===== config.mk =====
export PLATFORM = sky130hd
export DESIGN_NAME = image_scanner
export DESIGN_NICKNAME = d
export VERILOG_FILES = /design/src/rtl/image_scanner.sv
export SDC_FILE = /design/constraint.sdc
export NUM_CORES = 1
export LEC_CHECK = 0
export ABC_AREA = 0
export CORE_MARGIN = 2
export CORE_UTILIZATION = 54
export DETAILED_ROUTE_END_ITERATION = 16
export GPL_TIMING_DRIVEN = 0
export PLACE_DENSITY = 0.92
export SYNTH_ARGS = -nofsm -noshare
export SYNTH_HDL_FRONTEND = slang
export SYNTH_SLANG_ARGS = --single-unit

===== constraint.sdc =====
create_clock -name clk -period 3.75 [get_ports clk]
set_input_delay 0.75 -clock clk [delete_from_list [all_inputs] [get_ports clk]]
set_output_delay 0.75 -clock clk [all_outputs]
set_load 0.01 [all_outputs]

===== src/rtl/image_scanner.sv =====
// Streams a snapshot of the flat image word out one pixel per handshake in raster order.
// Optional build macro IMAGE_SCANNER_CONTINUOUS_EN: rescan the frame continuously after one start.
module image_scanner #(
  parameter int ROWS = 8,
  parameter int COLS = 8,
  parameter int RW   = 3,
  parameter int CW   = 3
) (
  input  logic                 clk,
  input  logic                 rst,
  input  logic                 start,
  input  logic [ROWS*COLS-1:0] image,
  input  logic                 pix_ready,
  output logic                 pix_valid,
  output logic                 pix,
  output logic [RW-1:0]        pix_row,
  output logic [CW-1:0]        pix_col,
  output logic                 pix_last,
  output logic                 busy,
  output logic                 frame_done
);

  localparam int NPIX = ROWS * COLS;
  localparam int IW   = (NPIX > 1) ? $clog2(NPIX) : 1;

  typedef enum logic [1:0] {IDLE, SCAN, DONE} state_t;

  state_t          state_q, state_d;
  logic [NPIX-1:0] snap_q, snap_d;
  logic [RW-1:0]   row_q, row_d;
  logic [CW-1:0]   col_q, col_d;
  logic [IW-1:0]   pix_idx;
  logic            at_last;
  logic            scan;

  // Pixel mux reads straight from the registered row/col; no extra stage.
  assign pix_idx = IW'(row_q) * IW'(COLS) + IW'(col_q);
  assign at_last = (row_q == RW'(ROWS - 1)) && (col_q == CW'(COLS - 1));
  assign scan    = (state_q == SCAN);

  always_comb begin
    pix_valid  = scan;
    pix        = scan & snap_q[pix_idx];
    pix_row    = scan ? row_q : '0;
    pix_col    = scan ? col_q : '0;
    pix_last   = scan & at_last;
    busy       = (state_q != IDLE);
    frame_done = (state_q == DONE);
  end

  always_comb begin
    state_d = state_q;
    snap_d  = snap_q;
    row_d   = row_q;
    col_d   = col_q;
    case (state_q)
      IDLE: begin
        if (start) begin
          snap_d  = image;
          row_d   = '0;
          col_d   = '0;
          state_d = SCAN;
        end
      end
      SCAN: begin
        if (pix_ready) begin
          // Counters park on the last pixel rather than wrapping.
          if (at_last) begin
            state_d = DONE;
          end else if (col_q == CW'(COLS - 1)) begin
            col_d = '0;
            row_d = row_q + 1'b1;
          end else begin
            col_d = col_q + 1'b1;
          end
        end
      end
      DONE: begin
`ifdef IMAGE_SCANNER_CONTINUOUS_EN
        snap_d  = image;
        row_d   = '0;
        col_d   = '0;
        state_d = SCAN;
`else
        state_d = IDLE;
`endif
      end
      default: state_d = IDLE;
    endcase
  end

  always_ff @(posedge clk or posedge rst) begin
    if (rst) begin
      state_q <= IDLE;
      snap_q  <= '0;
      row_q   <= '0;
      col_q   <= '0;
    end else begin
      state_q <= state_d;
      snap_q  <= snap_d;
      row_q   <= row_d;
      col_q   <= col_d;
    end
  end

endmodule


==> impl_metrics.tcl, run 1 <==
set metrics [dict create \
    worstPathRequired_ns 3.00 \
    track_usage_pct 22.2 \
    dieArea_sq_um 6880 \
    detailed_route_wire_length_microns 7040 \
    yosysWarningCount 0 \
    p_leak_nw 1.90 \
    commonest_cells_after_routing_fill_and_taps_aside "78 x sky130_fd_sc_hd__clkdlybuf4s50_1, 72 x sky130_fd_sc_hd__dfrtp_1, 67 x sky130_fd_sc_hd__mux2_2" \
    post_dp_area_sq_um 4240 \
    pre_cts_slack_ns 0.351 \
    final_antenna_net_count 0 \
    worst-slew-pin-transition_ns 0.865 \
    grt_setup_unrepaired "false" \
    post-layout-total-power_mw 2.28 \
    initial_core_util_pct 56.5 \
    fin_area_sq_um 4440 \
    die_w_microns 82.9 \
    via_count_of_the_first_global_routing_pass 2364 \
    clock_insertion_delay_worst_skew_ns 0.35 \
    max-slew-margin-rel_pct 42.4 \
    worst-endpoint-arrival_ns 2.90 \
    setup_total_negative_slack_ns 0 \
    finalHoldViolCount 0 \
    ys_ff_latch 72 \
    max-cap-violations 0 \
    finalWorstPathRequiredPeriod_ns 3.65 \
    total_standard_cell_area_after_synthesis_sq_um 3360 \
    dr.pass1.iters 4 \
    drive_gt1_share_pct 34.9 \
    dr.first_iter.drc_count 137 \
    clkTransAtPathRegs_ns 0.07 \
    globalRouteOverflowTotal 0 \
    areaGrowthSynthToFinish_pct 31.8 \
    route.detailed.drc 0 \
    post_synth.cell_area_avg_sq_um 14.8 \
    status "finished clean" \
    holdCritPathClass "register to register" \
    post-cts-setup-buffer-count 0 \
    fp.coreArea_sq_um 5960 \
    clockRootBuffer "sky130_fd_sc_hd__clkbuf_8" \
    wire_length_per_cell_microns 17.8 \
    yosys.area_share.adder_pct 1.49 \
    crit_path_start_kind "register" \
    highest_attainable_clock_frequency_ghz 0.274 \
    grt_max_degree 73 \
    synth.yosys.seq_area_share_pct 53.6 \
    port-buffer-count 78 \
    insertedDiodeCount 0 \
    yosysUniqueCellTypes 29 \
    cts_tree "yes" \
    post-route-period-util_pct 97.4 \
    cts-htree-levels 3 \
    cts_max_path_buffers 2 \
    final_max_slew_viol_count 0 \
    route.detailed.vias_per_inst 5.55 \
    wire_length_of_the_first_global_routing_pass_microns 11800 \
    yosys.area_share.simple_pct 5.09 \
    route.vias.total 2198 \
    layout.cells.most_common "sky130_fd_sc_hd__clkdlybuf4s50_1" \
    hpwl_microns 5030 \
    worst_setup_path_end_kind "output pin" \
    synth_xor_xnor_area_share_pct 0 \
    clock-sinks 72 \
    synth_nets 299 \
    hold_buffer_count_at_cts 0 \
    synth_top_family_by_area "multiplexers" \
    cts_buffers 9 \
    io-pin-count 79 \
    grt_antenna_before_repair 0 \
    final_core_utilization_pct 74.5 \
    syn-instance-count 227 \
    worst_slack_setup_final_ns 0.0963 \
    synth.area.mux_share_pct 34.7 \
    synth_compound_gate_area_share_pct 2.64 \
    path_max_fanout 10 \
    placement_rows 28 \
    critical_path_class "register to output pin" \
    dieHeight_microns 82.9 \
    timing.clock.skew_ns 0.00836 \
    num-nets-final 388 \
    setup_violations 0 \
    vdd.ir_drop.worst_uv 382 \
    place_congestion 0.734 \
    power_per_cell_area_nw_per_um2 515 \
]
==> power breakdown <==
| part | switching [mW] | internal, mW |
|---|---|---|
| clock | 0.283 | 0.308 |
| combinational | 0.307 | 0.437 |
| sequential | 0.0671 | 0.881 |
==> what timing repair did <==
action,in CTS,in global routing
endpoints found under the setup margin,1,1
cloned,0,0
hold endpoints to repair,0,0
gates resized for setup,1,1
==> flip-flops by register name, summed over array words and instances, names as in the netlist <==
| signal | cells |
|---|---|
| state_q | 2 |
| row_q | 3 |
| col_q | 3 |
| snap_q | 64 |
==> Yosys cell counts, drive strengths merged <==
cell	n	area, sq um
a21o	2	15.0
a31oi	1	6.26
and2	6	37.5
buf	14	70.1
clkbuf	2	7.51
dfrtp	72	1800
ha	4	50.1
inv	2	7.51
mux2	67	754
mux2i	3	30.0
mux4	17	383
nand2	12	45.0
nand2b	1	6.26
nand3	1	5.00
nand3b	3	22.5
nor2	4	15.0
nor2b	2	12.5
nor3	1	5.00
nor3b	1	7.51
nor4b	1	8.76
o2111ai	1	8.76
o21ai	5	25.0
o221ai	1	8.76
o22ai	1	6.26
o311a	1	10.0
o41ai	1	8.76
or2	1	6.26
==> layer usage <==
layer / GRT usage [%] / vias to the layer above / share of wire (%)
li1: - / 1016 / -
met1: 28.8 / 1091 / 43
met2: 37.0 / 76 / 51
met3: 4.08 / 15 / 4.3
met4: 9.24 / 0 / 1.8
met5: 0 / - / 0
==> per-stage QoR <==
step / std cells / hold WS [ns]
after CTS: 396 / 0.480
after global placement: 380 / 0.463
after floorplan: 227 / 0.446
after global routing: 396 / 0.490
after detailed placement: 380 / 0.481
final: 396 / 0.478
==> path summary, 6_finish.rpt <==
path                       startpoint         end  slack, ns  cells past startpoint
max                          col_q[1]         pix        0.1                      7
min                        state_q[1]  state_q[0]       0.48                      1
max reg2reg                state_q[0]  snap_q[21]       1.71                      5
min reg2reg                state_q[1]  state_q[0]       0.48                      1
max in group asynchronous         rst  snap_q[56]       2.24                      2
min in group asynchronous         rst  snap_q[15]       0.92                      2
==> cells by family after synthesis <==
group	Yosys count
AOI/OAI and AO/OA	13
buffers and inverters	18
adders and majority gates	4
and+or+nand+nor	33
muxes	87
DFF	72
==> final cells by class <==
| cell class | count | area (sq um) |
|---|---|---|
| plain buffers | 16 | 82.6 |
| clock buffers | 11 | 131 |
| clock inverters | 5 | 57.6 |
| fillers | 384 | 1520 |
| inverters | 2 | 10.0 |
| multi-input cells | 137 | 1480 |
| flip-flops and latches | 72 | 1800 |
| well taps | 75 | 93.8 |
| repair buffers | 78 | 781 |
==> critical path, cell delays in order, from the launching register on <==
cell and delay [ns]:
sky130_fd_sc_hd__dfrtp_1 0.36, sky130_fd_sc_hd__buf_2 0.25, sky130_fd_sc_hd__buf_4 0.26, sky130_fd_sc_hd__mux4_2 0.34, sky130_fd_sc_hd__mux4_2 0.48, sky130_fd_sc_hd__o2111ai_1 0.23, sky130_fd_sc_hd__o41ai_1 0.13, sky130_fd_sc_hd__clkdlybuf4s50_1 0.50
(Power assumes the default switching activity.)
==> inputs of run 2 (changes only) <==
- CTS_CLUSTER_SIZE: default -> 16
==> results of run 2 <==
No change in the layout: final DEF, timing and power equal those of run 1.
==> inputs of run 3 (changes only) <==
- CORE_UTILIZATION: 54 -> 50
- PLACE_DENSITY: 0.92 -> 0.86
- SETUP_SLACK_MARGIN: default -> 0.2
- clock period: 3.75 -> 3.4 ns (I/O delays scaled with it)
==> impl_metrics.tcl, run 3 (synthesis results as in run 1) <==
set metrics [dict create \
    initial_core_util_pct 52.4 \
    endpoint_worst_hold "state_q[0]" \
    highest_attainable_clock_frequency_ghz 0.330 \
    commonest_cells_after_routing_fill_and_taps_aside "77 x sky130_fd_sc_hd__clkdlybuf4s50_1, 72 x sky130_fd_sc_hd__dfrtp_1, 67 x sky130_fd_sc_hd__mux2_2" \
    place_congestion 0.778 \
    max-cap-violations 0 \
    final_antenna_net_count 0 \
    cts_buffers 9 \
    grt_antenna_before_repair 0 \
    finalHoldViolCount 0 \
    critical_path.reg2reg.endpoint "snap_q[45]" \
    insertedDiodeCount 0 \
    route.detailed.vias_per_inst 5.51 \
    via_count_of_the_first_global_routing_pass 2356 \
    grt_busiest_layer "met2" \
    timing.clock.skew_ns 0.00854 \
    areaGrowthSynthToFinish_pct 36.0 \
    post-route-period-util_pct 89.3 \
    cts_tree "yes" \
    clock_insertion_delay_worst_skew_ns 0.34 \
    globalRouteOverflowTotal 0 \
    worst_setup_path_end_kind "output pin" \
    clkTransAtPathRegs_ns 0.08 \
    post-layout-total-power_mw 2.85 \
    met3_use_gr_pct 3.56 \
    port-buffer-count 78 \
    clockRootBuffer "sky130_fd_sc_hd__clkbuf_8" \
    met1_usage_pct 27.6 \
    worst-r2r-setup-slack_ns 1.36 \
    dr.first_iter.drc_count 65 \
    cts_max_path_buffers 2 \
    wire_length_of_the_first_global_routing_pass_microns 11400 \
    worst_setup_path_startpoint "col_q[0]" \
    final_max_slew_viol_count 0 \
    hpwl_microns 5020 \
    placedCellCount 382 \
    largest_register_ffs 64 \
    crit_path_start_kind "register" \
    fp.coreArea_sq_um 6420 \
    dr.pass1.iters 4 \
    fin_cells 399 \
    worst_slack_setup_final_ns 0.365 \
    final_core_utilization_pct 71.3 \
    setup_violations 0 \
    power_per_cell_area_nw_per_um2 622 \
    drive_gt1_share_pct 37.0 \
    layout.cells.most_common "sky130_fd_sc_hd__clkdlybuf4s50_1" \
    track_usage_pct 20.4 \
    grt_setup_unrepaired "false" \
    clock-sinks 72 \
    p_leak_nw 1.96 \
    holdCritPathClass "register to register" \
    die_w_microns 86.0 \
    status "finished clean" \
    min_delay_path_depth 1 \
    worst-slew-pin-transition_ns 0.861 \
    path_max_fanout 6 \
    critical_path_class "register to output pin" \
    worstPathRequired_ns 2.72 \
    route.vias.total 2197 \
    route.detailed.drc 0 \
    cts-htree-levels 3 \
    grt_max_degree 73 \
    largest_register "snap_q" \
    dieHeight_microns 86.0 \
    finalWorstPathRequiredPeriod_ns 3.03 \
    r2r_cells 5 \
    pre_cts_slack_ns 0.114 \
    vdd.ir_drop.worst_uv 316 \
    io-pin-count 79 \
    dieArea_sq_um 7400 \
    worst_hold_startpoint "state_q[1]" \
    critical_path.reg2reg.startpoint "state_q[0]" \
    placement_rows 29 \
    detailed_route_wire_length_microns 6940 \
    worst-endpoint-arrival_ns 2.35 \
    grtUsageMet2_pct 32.3 \
    max-slew-margin-rel_pct 42.6 \
    num-nets-final 389 \
    layout_top_registers "snap_q (64), col_q (3), row_q (3)" \
    wire_length_per_cell_microns 17.4 \
]
-- run 3: layer usage --
metal  wire, microns  part of all wire [%]  vias up
met5               0                     0        -
met4             176                   2.5        0
met3             291                   4.2       15
met2            3380                    49       61
met1            3090                    45     1101
li1                -                     -     1020
-- run 3: stage by stage --
stage / setup TNS, ns / cell area (sq um) / hold WS [ns]
after floorplan: 0 / 3360 / 0.446
after global placement: -18.12 / 4240 / 0.461
after detailed placement: 0 / 4240 / 0.472
after CTS: 0 / 4550 / 0.477
after global routing: 0 / 4580 / 0.501
final: 0 / 4580 / 0.473
-- run 3: how the worst max path moves through the flow --
stage | endpoint | slack [ns] | cells after the start
after global routing | pix | 0.26 | 6
after global placement | snap_q[57] | -0.26 | 2
after CTS | pix | 0.20 | 7
final | pix | 0.37 | 6
after detailed placement | pix | 0.11 | 7
after floorplan | col_q[0] | 0.90 | 1
-- run 3: worst max-delay path, stage by stage (launching register included) --
cell and delay [ns]:
sky130_fd_sc_hd__dfrtp_1 0.37, sky130_fd_sc_hd__buf_6 0.15, sky130_fd_sc_hd__mux4_2 0.52, sky130_fd_sc_hd__mux4_2 0.50, sky130_fd_sc_hd__o2111ai_2 0.24, sky130_fd_sc_hd__o41ai_2 0.10, sky130_fd_sc_hd__clkbuf_2 0.14
-- run 3: power breakdown --
part	total (mW)	leakage, nW	switching (mW)	internal (mW)
logic	0.857	0.928	0.351	0.506
registers	1.05	0.891	0.0745	0.972
clock network	0.945	0.140	0.310	0.635
-- run 3: area by class of cell --
type,instances,area (sq um)
multi-input cells,137,1500
plain buffers,16,108
inverters,2,10.0
well taps,77,96.3
fillers,445,1850
flip-flops and latches,72,1800
clock inverters,6,155
clock buffers,10,128
repair buffers,79,783
-- run 3: repair_timing --
item	4_1_cts	5_1_grt
cloned	0	0
setup endpoints to repair	1	1
hold buffers	0	0
buffers inserted	1	0
resized for setup	8	9
pin swaps	0	1
